===== config.mk =====
export PLATFORM = sky130hd
export DESIGN_NAME = uart_frame_ctrl
export DESIGN_NICKNAME = d
export VERILOG_FILES = /design/src/rtl/uart_frame_ctrl.sv
export SDC_FILE = /design/constraint.sdc
export NUM_CORES = 1
export LEC_CHECK = 0
export ABC_CLOCK_PERIOD_IN_PS = 3500
export CAP_MARGIN = 40
export CORE_MARGIN = 10
export CORE_UTILIZATION = 30
export CTS_CLUSTER_DIAMETER = 120
export DETAILED_ROUTE_END_ITERATION = 10
export GPL_ROUTABILITY_DRIVEN = 0
export PLACE_DENSITY_LB_ADDON = 0.2
export SLEW_MARGIN = 0
export SYNTH_ARGS = -nofsm -noshare
export SYNTH_HDL_FRONTEND = slang
export SYNTH_SLANG_ARGS = --single-unit

===== constraint.sdc =====
create_clock -name sys_clk -period 3.5 [get_ports sys_clk]
set_input_delay 0.7 -clock sys_clk [delete_from_list [all_inputs] [get_ports sys_clk]]
set_output_delay 0.7 -clock sys_clk [all_outputs]
set_load 0.01 [all_outputs]

===== src/rtl/uart_frame_ctrl.sv =====
// uart_frame_ctrl: parses HEADER/ADDR/LEN/payload/CSUM frames from the UART
// byte stream and replays the payload as a valid/ready register write burst.
module uart_frame_ctrl #(
    parameter int unsigned CLK_FREQ      = 50_000_000,
    parameter int unsigned UART_BPS      = 9600,
    parameter logic [7:0]  HEADER        = 8'hA5,
    parameter int unsigned MAX_LEN       = 8,
    parameter int unsigned TIMEOUT_BYTES = 3
) (
    input  logic       sys_clk,
    input  logic       sys_rst_n,
    input  logic       rx_flag,
    input  logic [7:0] rx_data,
    output logic       wr_valid,
    input  logic       wr_ready,
    output logic [7:0] wr_addr,
    output logic [7:0] wr_data,
    output logic       busy,
    output logic       frame_done,
    output logic       err_len,
    output logic       err_crc,
    output logic       err_timeout,
    output logic       err_ovr
);
    localparam int unsigned TIMEOUT_CYC = (CLK_FREQ / UART_BPS) * 10 * TIMEOUT_BYTES;
    localparam int unsigned IW = $clog2(MAX_LEN + 1);
    localparam int unsigned AW = (MAX_LEN > 1) ? $clog2(MAX_LEN) : 1;
    localparam logic [7:0]  MAX_LEN_B = 8'(MAX_LEN);
    localparam logic [31:0] TO_LAST = 32'(TIMEOUT_CYC - 1);

    typedef enum logic [2:0] {
        S_IDLE,
        S_ADDR,
        S_LEN,
        S_DATA,
        S_CSUM,
        S_BURST
    } state_t;

    state_t        state_q;
    logic [7:0]    base_q;
    logic [7:0]    sum_q;
    logic [IW-1:0] len_q;
    logic [IW-1:0] idx_q;
    logic [31:0]   cnt_q;
    logic [7:0]    buf_q [2**AW];

    logic [IW-1:0] idx_d;
    logic [7:0]    sum_d;
    logic [31:0]   cnt_d;
    logic          in_frame;
    logic          to_hit;

    always_comb begin
        idx_d    = idx_q + 1'b1;
        sum_d    = sum_q + rx_data;
        in_frame = (state_q == S_ADDR) || (state_q == S_LEN) ||
                   (state_q == S_DATA) || (state_q == S_CSUM);
        cnt_d    = rx_flag ? '0 : cnt_q + 32'd1;
        // an arriving byte beats an expiring gap counter
        to_hit   = in_frame && !rx_flag && (cnt_q == TO_LAST);
    end

    always_ff @(posedge sys_clk) begin
        if (state_q == S_DATA && rx_flag) buf_q[idx_q[AW-1:0]] <= rx_data;
    end

    always_ff @(posedge sys_clk or negedge sys_rst_n) begin
        if (!sys_rst_n) begin
            state_q     <= S_IDLE;
            base_q      <= '0;
            sum_q       <= '0;
            len_q       <= '0;
            idx_q       <= '0;
            cnt_q       <= '0;
            wr_valid    <= 1'b0;
            wr_addr     <= '0;
            wr_data     <= '0;
            busy        <= 1'b0;
            frame_done  <= 1'b0;
            err_len     <= 1'b0;
            err_crc     <= 1'b0;
            err_timeout <= 1'b0;
            err_ovr     <= 1'b0;
        end else begin
            frame_done  <= 1'b0;
            err_len     <= 1'b0;
            err_crc     <= 1'b0;
            err_timeout <= 1'b0;
            err_ovr     <= 1'b0;
            if (in_frame) cnt_q <= cnt_d;
            if (to_hit) begin
                err_timeout <= 1'b1;
                busy        <= 1'b0;
                state_q     <= S_IDLE;
            end else begin
                unique case (state_q)
                    S_IDLE: begin
                        if (rx_flag && rx_data == HEADER) begin
                            cnt_q   <= '0;
                            busy    <= 1'b1;
                            state_q <= S_ADDR;
                        end
                    end
                    S_ADDR: begin
                        if (rx_flag) begin
                            base_q  <= rx_data;
                            sum_q   <= rx_data;
                            state_q <= S_LEN;
                        end
                    end
                    S_LEN: begin
                        if (rx_flag) begin
                            if (rx_data == 8'd0 || rx_data > MAX_LEN_B) begin
                                err_len <= 1'b1;
                                busy    <= 1'b0;
                                state_q <= S_IDLE;
                            end else begin
                                len_q   <= rx_data[IW-1:0];
                                sum_q   <= sum_d;
                                idx_q   <= '0;
                                state_q <= S_DATA;
                            end
                        end
                    end
                    S_DATA: begin
                        if (rx_flag) begin
                            sum_q <= sum_d;
                            idx_q <= idx_d;
                            if (idx_d == len_q) state_q <= S_CSUM;
                        end
                    end
                    S_CSUM: begin
                        if (rx_flag) begin
                            if (rx_data != sum_q) begin
                                err_crc <= 1'b1;
                                busy    <= 1'b0;
                                state_q <= S_IDLE;
                            end else begin
                                idx_q    <= '0;
                                wr_valid <= 1'b1;
                                wr_addr  <= base_q;
                                wr_data  <= buf_q[{AW{1'b0}}];
                                state_q  <= S_BURST;
                            end
                        end
                    end
                    S_BURST: begin
                        if (rx_flag) err_ovr <= 1'b1;
                        if (wr_valid && wr_ready) begin
                            if (idx_d == len_q) begin
                                wr_valid   <= 1'b0;
                                frame_done <= 1'b1;
                                busy       <= 1'b0;
                                state_q    <= S_IDLE;
                            end else begin
                                idx_q   <= idx_d;
                                wr_addr <= wr_addr + 8'd1;
                                wr_data <= buf_q[idx_d[AW-1:0]];
                            end
                        end
                    end
                    default: begin
                        busy    <= 1'b0;
                        state_q <= S_IDLE;
                    end
                endcase
            end
        end
    end
endmodule

==> impl_metrics.tcl, run 1 <==
set metrics [dict create \
    outcome "complete, no violations" \
    max_cap_violations 0 \
    num_antenna_cells 0 \
    fin_area_mm2 0.008522 \
    finalMaxSlewViolations 0 \
    worst_ir_drop_vdd_uv 278.2 \
    wl_met3_um 738 \
    filler_cell_count 2288 \
    detailed_place_hpwl_um 11500 \
    core_area_mm2 0.02340 \
    setup_viol_count_final 0 \
    drc 0 \
    synthToLayoutAreaGrowth_pct 19.51 \
    wire_per_inst_um 17.13 \
    critical_path_slowest_stage_cell "nor4_1" \
    fp.dieH_um 174.2 \
    synth_edf_count 64 \
    synth_area_per_cell_um2 11.96 \
    dpl-instance-area_mm2 0.007950 \
    grt_overflow 0 \
    grt_setup_unrepaired "no" \
    yosys_most_used_dff "dfrtp_1" \
    cts_root_buffer "clkbuf_16" \
    postRouteAntennaNets 0 \
    crit_path_max_fanout 9 \
    cts-buffers-inserted 17 \
    starting_density_of_the_core 0.3047 \
    clkSlewWorstSetupHoldPaths_ns 0.06 \
    grt_first_pass_wirelength_um 27300 \
    first_global_vias 4907 \
    layout_min_cycle_time_ns 3.025 \
    detailroute.via_count 4759 \
    place.detailed.instances 952 \
    fp.dieArea_mm2 0.03034 \
    mappedNetlistNets 619 \
    clock_skew_ns 0.01364 \
    topRoutingLayerUsed "met4" \
    timing.critical_path.slowest_cell_delay_ns 0.47 \
    critical_path_arrival_ns 3.32 \
    grt_antenna_before_repair 0 \
    crit_required_ns 3.80 \
    met2_wirelength_um 7874 \
    path_common_cell "buf_4" \
    post_route_non_filler_standard_cell_count 984 \
    post_cts_setup_driven_buffer_insertion_count 0 \
    grtUsageTotal 0.1135 \
    cts_sinks 146 \
    critPathLaunchType "input port" \
    synthesis.area_mm2 0.007131 \
    biggest_area_contributors_in_the_synthesized_netlist "dfrtp_1, edfxtp_1, mux4_2" \
    synth_largest_area_cell "dfrtp_1" \
    synthDominantCellAreaShare 0.2878 \
    postCtsHoldBufs 0 \
    detailedRoute.firstIterationViolations 384 \
    htree_levels 4 \
    met1_length_um 8103 \
    grt_start_max_net_pins 62 \
    die_width_um 174.2 \
    postSynthRegisterBits 146 \
    insertion_delay_ns 0.42 \
    post-layout-total-power_uw 5865 \
    placement.io_buffers 34 \
    path_cells "clkdlybuf4s50_1 -> ha_1 -> nor4_1 -> buf_4 -> nand3_1 -> a211oi_1 -> buf_4 -> and3_4 -> nand2_4 -> mux2_1" \
    worst_hold_path_type "in2async" \
    syn-instance-count 596 \
    synth_warnings 0 \
    ctsResizeCount 0 \
    timing_worst_slew_pin_value_ns 0.8402 \
    cp-end-kind "flop" \
    postSynth.asyncResetShare 0.5616 \
    routed_wire_length_um 16860 \
    clock_path_buffers 2 \
    finalCritPeriodShare 0.8644 \
    ys_types 71 \
    leakagePower_uw 0.003328 \
    layout-drive-gt1-share 0.1714 \
    synth-seq-area-share 0.5573 \
    placementRows 56 \
    dr.pass1.iters 4 \
    powerDensity_mw_per_mm2 688.3 \
    nets 675 \
    top_level_ports 35 \
    fmaxAchievable_mhz 330.5 \
    worst_slew_margin_rel 0.4399 \
    vias_per_cell 4.836 \
    hold_violations 0 \
    setup.worst_path.class "in2reg" \
    tritoncts "yes" \
]
## sequential cells by signal, indices dropped and copies added (netlist names)
name         cells
wr_valid         1
wr_addr          8
err_crc          1
err_len          1
buf_q           64
sum_q            8
err_timeout      1
busy             1
base_q           8
cnt_q           32
frame_done       1
state_q          3
idx_q            4
err_ovr          1
len_q            4
wr_data          8
## cell usage in the layout, fill, tap and decap left out, types with 3 or more instances in the layout
cell type,n
nor2b_1,5
nor4b_1,3
and3_1,11
ha_1,10
mux4_2,16
and2_1,4
mux2_1,4
inv_6,5
clkbuf_16,17
buf_4,33
or3_1,7
inv_8,3
clkdlybuf4s50_1,33
nor3_1,14
dfrtp_1,82
nand2_1,46
nand4_1,10
a21oi_1,16
xnor2_1,22
mux2i_1,15
inv_1,15
edfxtp_1,64
a31oi_1,4
nor2_1,65
o21ai_0,33
nor4_1,5
xor2_1,16
nand3_1,21
nand2b_1,5
a21o_1,4
mux2_2,19
clkinvlp_4,4
## worst paths after layout
| kind | startpoint | endpoint | slack [ns] | cells past startpoint |
|---|---|---|---|---|
| setup reg to reg | sum_q[2] | wr_data[3] | 0.81 | 9 |
| setup / recovery | rx_data[3] | wr_data[3] | 0.47 | 10 |
| hold / removal | sys_rst_n | len_q[1] | 0.37 | 1 |
| min in group sys_clk | sum_q[3] | sum_q[3] | 0.50 | 2 |
| max in group asynchronous | sys_rst_n | cnt_q[5] | 2.38 | 2 |
| hold reg to reg | sum_q[3] | sum_q[3] | 0.50 | 2 |
## layer usage
metal	vias up	GRT usage
li1	2287	-
met1	2367	0.1524
met2	97	0.1787
met3	8	0.02622
met4	0	0.03349
met5	-	0
## Yosys cell counts, types with 3 or more instances
library cell and number:
nor4b_1 3, o21ai_0 33, nand3_1 21, clkbuf_1 12, nand2_1 46, a31oi_1 4, a21oi_1 16, mux2_1 4
buf_6 4, mux4_2 16, a21o_1 4, nor4_1 5, buf_2 9, or3_1 7, inv_1 15, ha_1 10
nor2_1 65, xor2_1 16, nor2b_1 5, and3_1 11, nand2b_1 5, edfxtp_1 64, mux2i_1 15, dfrtp_1 82
xnor2_1 22, and2_1 4, nor3_1 14, nand4_1 10, mux2_2 19
## final cells by class
cell class | instances | area (um^2) | share of cell area
clock buffers | 17 | 425.4 | 0.04992
clock inverters | 15 | 146.4 | 0.01718
inverters | 15 | 56.30 | 0.006607
multi-input cells | 406 | 2943 | 0.3453
flip-flops and latches | 146 | 3974 | 0.4663
well taps | 319 | 399.1 | 0.04684
repair buffers | 66 | 578.1 | 0.06783
## worst max-delay path, delay by kind of cell
family / cells / cell delay, ns
AND/OR/NAND/NOR: 4 / 0.92
buffers and inverters: 3 / 0.77
multiplexers: 1 / 0.34
AO/OA/AOI/OAI: 1 / 0.26
adder cells (fa/ha/maj): 1 / 0.33
## through the flow
step | hold WS [ns] | setup WS, ns | util | TNS, ns
final | 0.3709 | 0.4746 | 0.3641 | 0
after floorplan | 0.4044 | 1.025 | - | 0
after global routing | 0.4506 | 0.3214 | 0.3641 | 0
after CTS | 0.4110 | 0.4378 | 0.3641 | 0
after detailed placement | 0.4854 | -0.008870 | 0.3397 | -0.02424
after global placement | 0.4699 | 0.02059 | 0.3397 | 0
## power by group
group	leakage [uW]	internal (uW)	switching (uW)
sequential	0.00165	2040	227
combinational	0.00141	895	942
clock	0.000270	999	766
## kinds of logic after synthesis
logic type	after synthesis	share of synthesized area
adder cells (fa/ha/maj)	11	0.02035
XOR/XNOR	39	0.04983
multiplexers	54	0.1079
flip-flops	146	0.5573
AND/OR/NAND/NOR	219	0.1607
buffers and inverters	44	0.03000
AO/OA/AOI/OAI	83	0.07387
Power figures use the tool's default switching activity.
==> inputs of run 2 (changes only) <==
- CTS_BUF_LIST: unset -> sky130_fd_sc_hd__clkbuf_4 sky130_fd_sc_hd__clkbuf_8 sky130_fd_sc_hd__clkbuf_16
==> results of run 2 <==
The final DEF is identical to that of run 1; final timing and power are the same.
==> inputs of run 3 (changes only) <==
- CORE_UTILIZATION: 30 -> 50
==> run 3 against run 2 <==
Compared with the run above: combinational power fell by 3%; register-to-register slack improved by 0.03 ns; core utilization rose by 24 points; setup slack improved by 0.019 ns; maximum frequency rose by 0.64%; final area fell by 2.0%; clock power rose by 7%; final cell count fell by 15%; clock skew fell by 0.0080 ns; sequential share of layout area rose by 0.94 points; flip-flop and latch count did not move; critical path type unchanged.
==> impl_metrics.tcl, run 3 (synthesized netlist as in run 1, its figures left out) <==
set metrics [dict create \
    finalMaxSlewViolations 0 \
    most_frequent_cells_in_the_layout "dfrtp_1, nor2_1, edfxtp_1" \
    postRouteAntennaNets 0 \
    grtUsageTotal 0.1665 \
    grt_antenna_before_repair 0 \
    htree_levels 4 \
    die_width_um 139.4 \
    vias_per_cell 5.758 \
    multi_input_area_mm2 0.002943 \
    routed_wire_length_um 15570 \
    drc 0 \
    crit_required_ns 3.80 \
    layout_min_cycle_time_ns 3.006 \
    placement.io_buffers 34 \
    grt_first_pass_wirelength_um 26010 \
    dr.pass1.iters 4 \
    postCtsHoldBufs 0 \
    cts_root_buffer "clkbuf_16" \
    fp.dieArea_mm2 0.01944 \
    synthToLayoutAreaGrowth_pct 17.16 \
    fp.dieH_um 139.4 \
    finalCoreUtilization 0.5995 \
    critical_path_arrival_ns 3.31 \
    worst_slew_margin_rel 0.5356 \
    layout_commonest_cell "dfrtp_1" \
    filler_cell_count 1113 \
    nets 670 \
    layout-drive-gt1-share 0.1621 \
    detailed_place_hpwl_um 10530 \
    grt_overflow 0 \
    setup_ws_ns 0.4937 \
    max_cap_violations 0 \
    clock_skew_ns 0.005591 \
    worst_hold_path_type "in2async" \
    startpoint "rx_data[3]" \
    placementRows 43 \
    cts_sinks 146 \
    wire_per_inst_um 18.53 \
    detailroute.via_count 4837 \
    combined_flip_flop_and_latch_cell_area_mm2 0.003974 \
    hold_violations 0 \
    grt_start_max_net_pins 46 \
    tritoncts "yes" \
    timing_worst_slew_pin_value_ns 0.6940 \
    dp_worst_setup_slack_ns 0.1168 \
    cts-buffers-inserted 17 \
    top_level_ports 35 \
    largest_reg_flops 64 \
    grt_setup_unrepaired "no" \
    fin_setup_tns_ns 0 \
    leakagePower_uw 0.003337 \
    detailedRoute.firstIterationViolations 370 \
    worst_ir_drop_vdd_uv 396.8 \
    rr_startpoint "sum_q[3]" \
    first_global_vias 4895 \
    fmaxAchievable_mhz 332.6 \
    setup_viol_count_final 0 \
    insertion_delay_ns 0.43 \
    setup.worst_path.class "in2reg" \
    powerDensity_mw_per_mm2 709.2 \
    clock_path_buffers 2 \
    crit_path_max_fanout 9 \
    finalCritPeriodShare 0.8589 \
    clkSlewWorstSetupHoldPaths_ns 0.06 \
    ctsResizeCount 0 \
    num_antenna_cells 0 \
    post-layout-total-power_uw 5924 \
    worst_hold_slack_ns 0.2802 \
    rrSetupSlack_ns 0.84 \
    starting_density_of_the_core 0.5117 \
    critPathLaunchType "input port" \
    post_cts_setup_driven_buffer_insertion_count 0 \
    cp-end-kind "flop" \
    outcome "complete, no violations" \
    core_area_mm2 0.01393 \
]
-- run 3: changes by cell type in the layout (fill, tap and decap cells not counted), moves of 3 or more --
cell,delta
buf_4,-5
bufinv_16,+3
clkinv_4,+4
clkinvlp_4,-4
inv_6,-4
inv_8,-3
-- run 3: where the power goes --
part           internal [uW]  total, uW  switching (uW)  leakage [uW]
registers               2040       2250             217       0.00165
logic                    867       1780             913       0.00138
clock network           1190       1890             704      0.000303
-- run 3: critical path, cell delays in order --
cell and delay [ns]:
clkdlybuf4s50_1 0.43, ha_1 0.38, nor4_1 0.39, nand3_1 0.23, a211oi_1 0.44, and3_4 0.27
nand2_4 0.10, mux2_1 0.36
-- run 3: area by class of cell --
| type | count | share of cell area |
|---|---|---|
| clock buffer | 17 | 0.05092 |
| clock inverter | 15 | 0.02276 |
| inverter | 15 | 0.006740 |
| multi-input combinational | 406 | 0.3523 |
| sequential | 146 | 0.4757 |
| tap | 180 | 0.02696 |
| timing repair buffer | 61 | 0.06470 |
-- run 3: per-layer routing --
metal,part of all wire,up-vias,GRT usage
met4,0.019,0,0.06535
met3,0.064,22,0.04219
met5,0,-,0
li1,-,2284,-
met1,0.46,2395,0.2207
met2,0.46,136,0.2561
-- run 3: worst paths after layout --
path / endpoint / cells after the start
max in group asynchronous: cnt_q[29] / 2
hold reg to reg: wr_data[6] / 1
min in group sys_clk: wr_data[6] / 1
setup / recovery: wr_data[0] / 8
setup reg to reg: wr_data[0] / 7
hold / removal: wr_data[0] / 1
-- run 3: per-stage QoR --
| step | cell area, um^2 | std cells |
|---|---|---|
| 6_report | 8354 | 840 |
| 5_1_grt | 8354 | 840 |
| 4_1_cts | 8354 | 840 |
| 3_5_place_dp | 7739 | 808 |
| 3_3_place_gp | 7739 | 808 |
| 2_1_floorplan | 7131 | 596 |
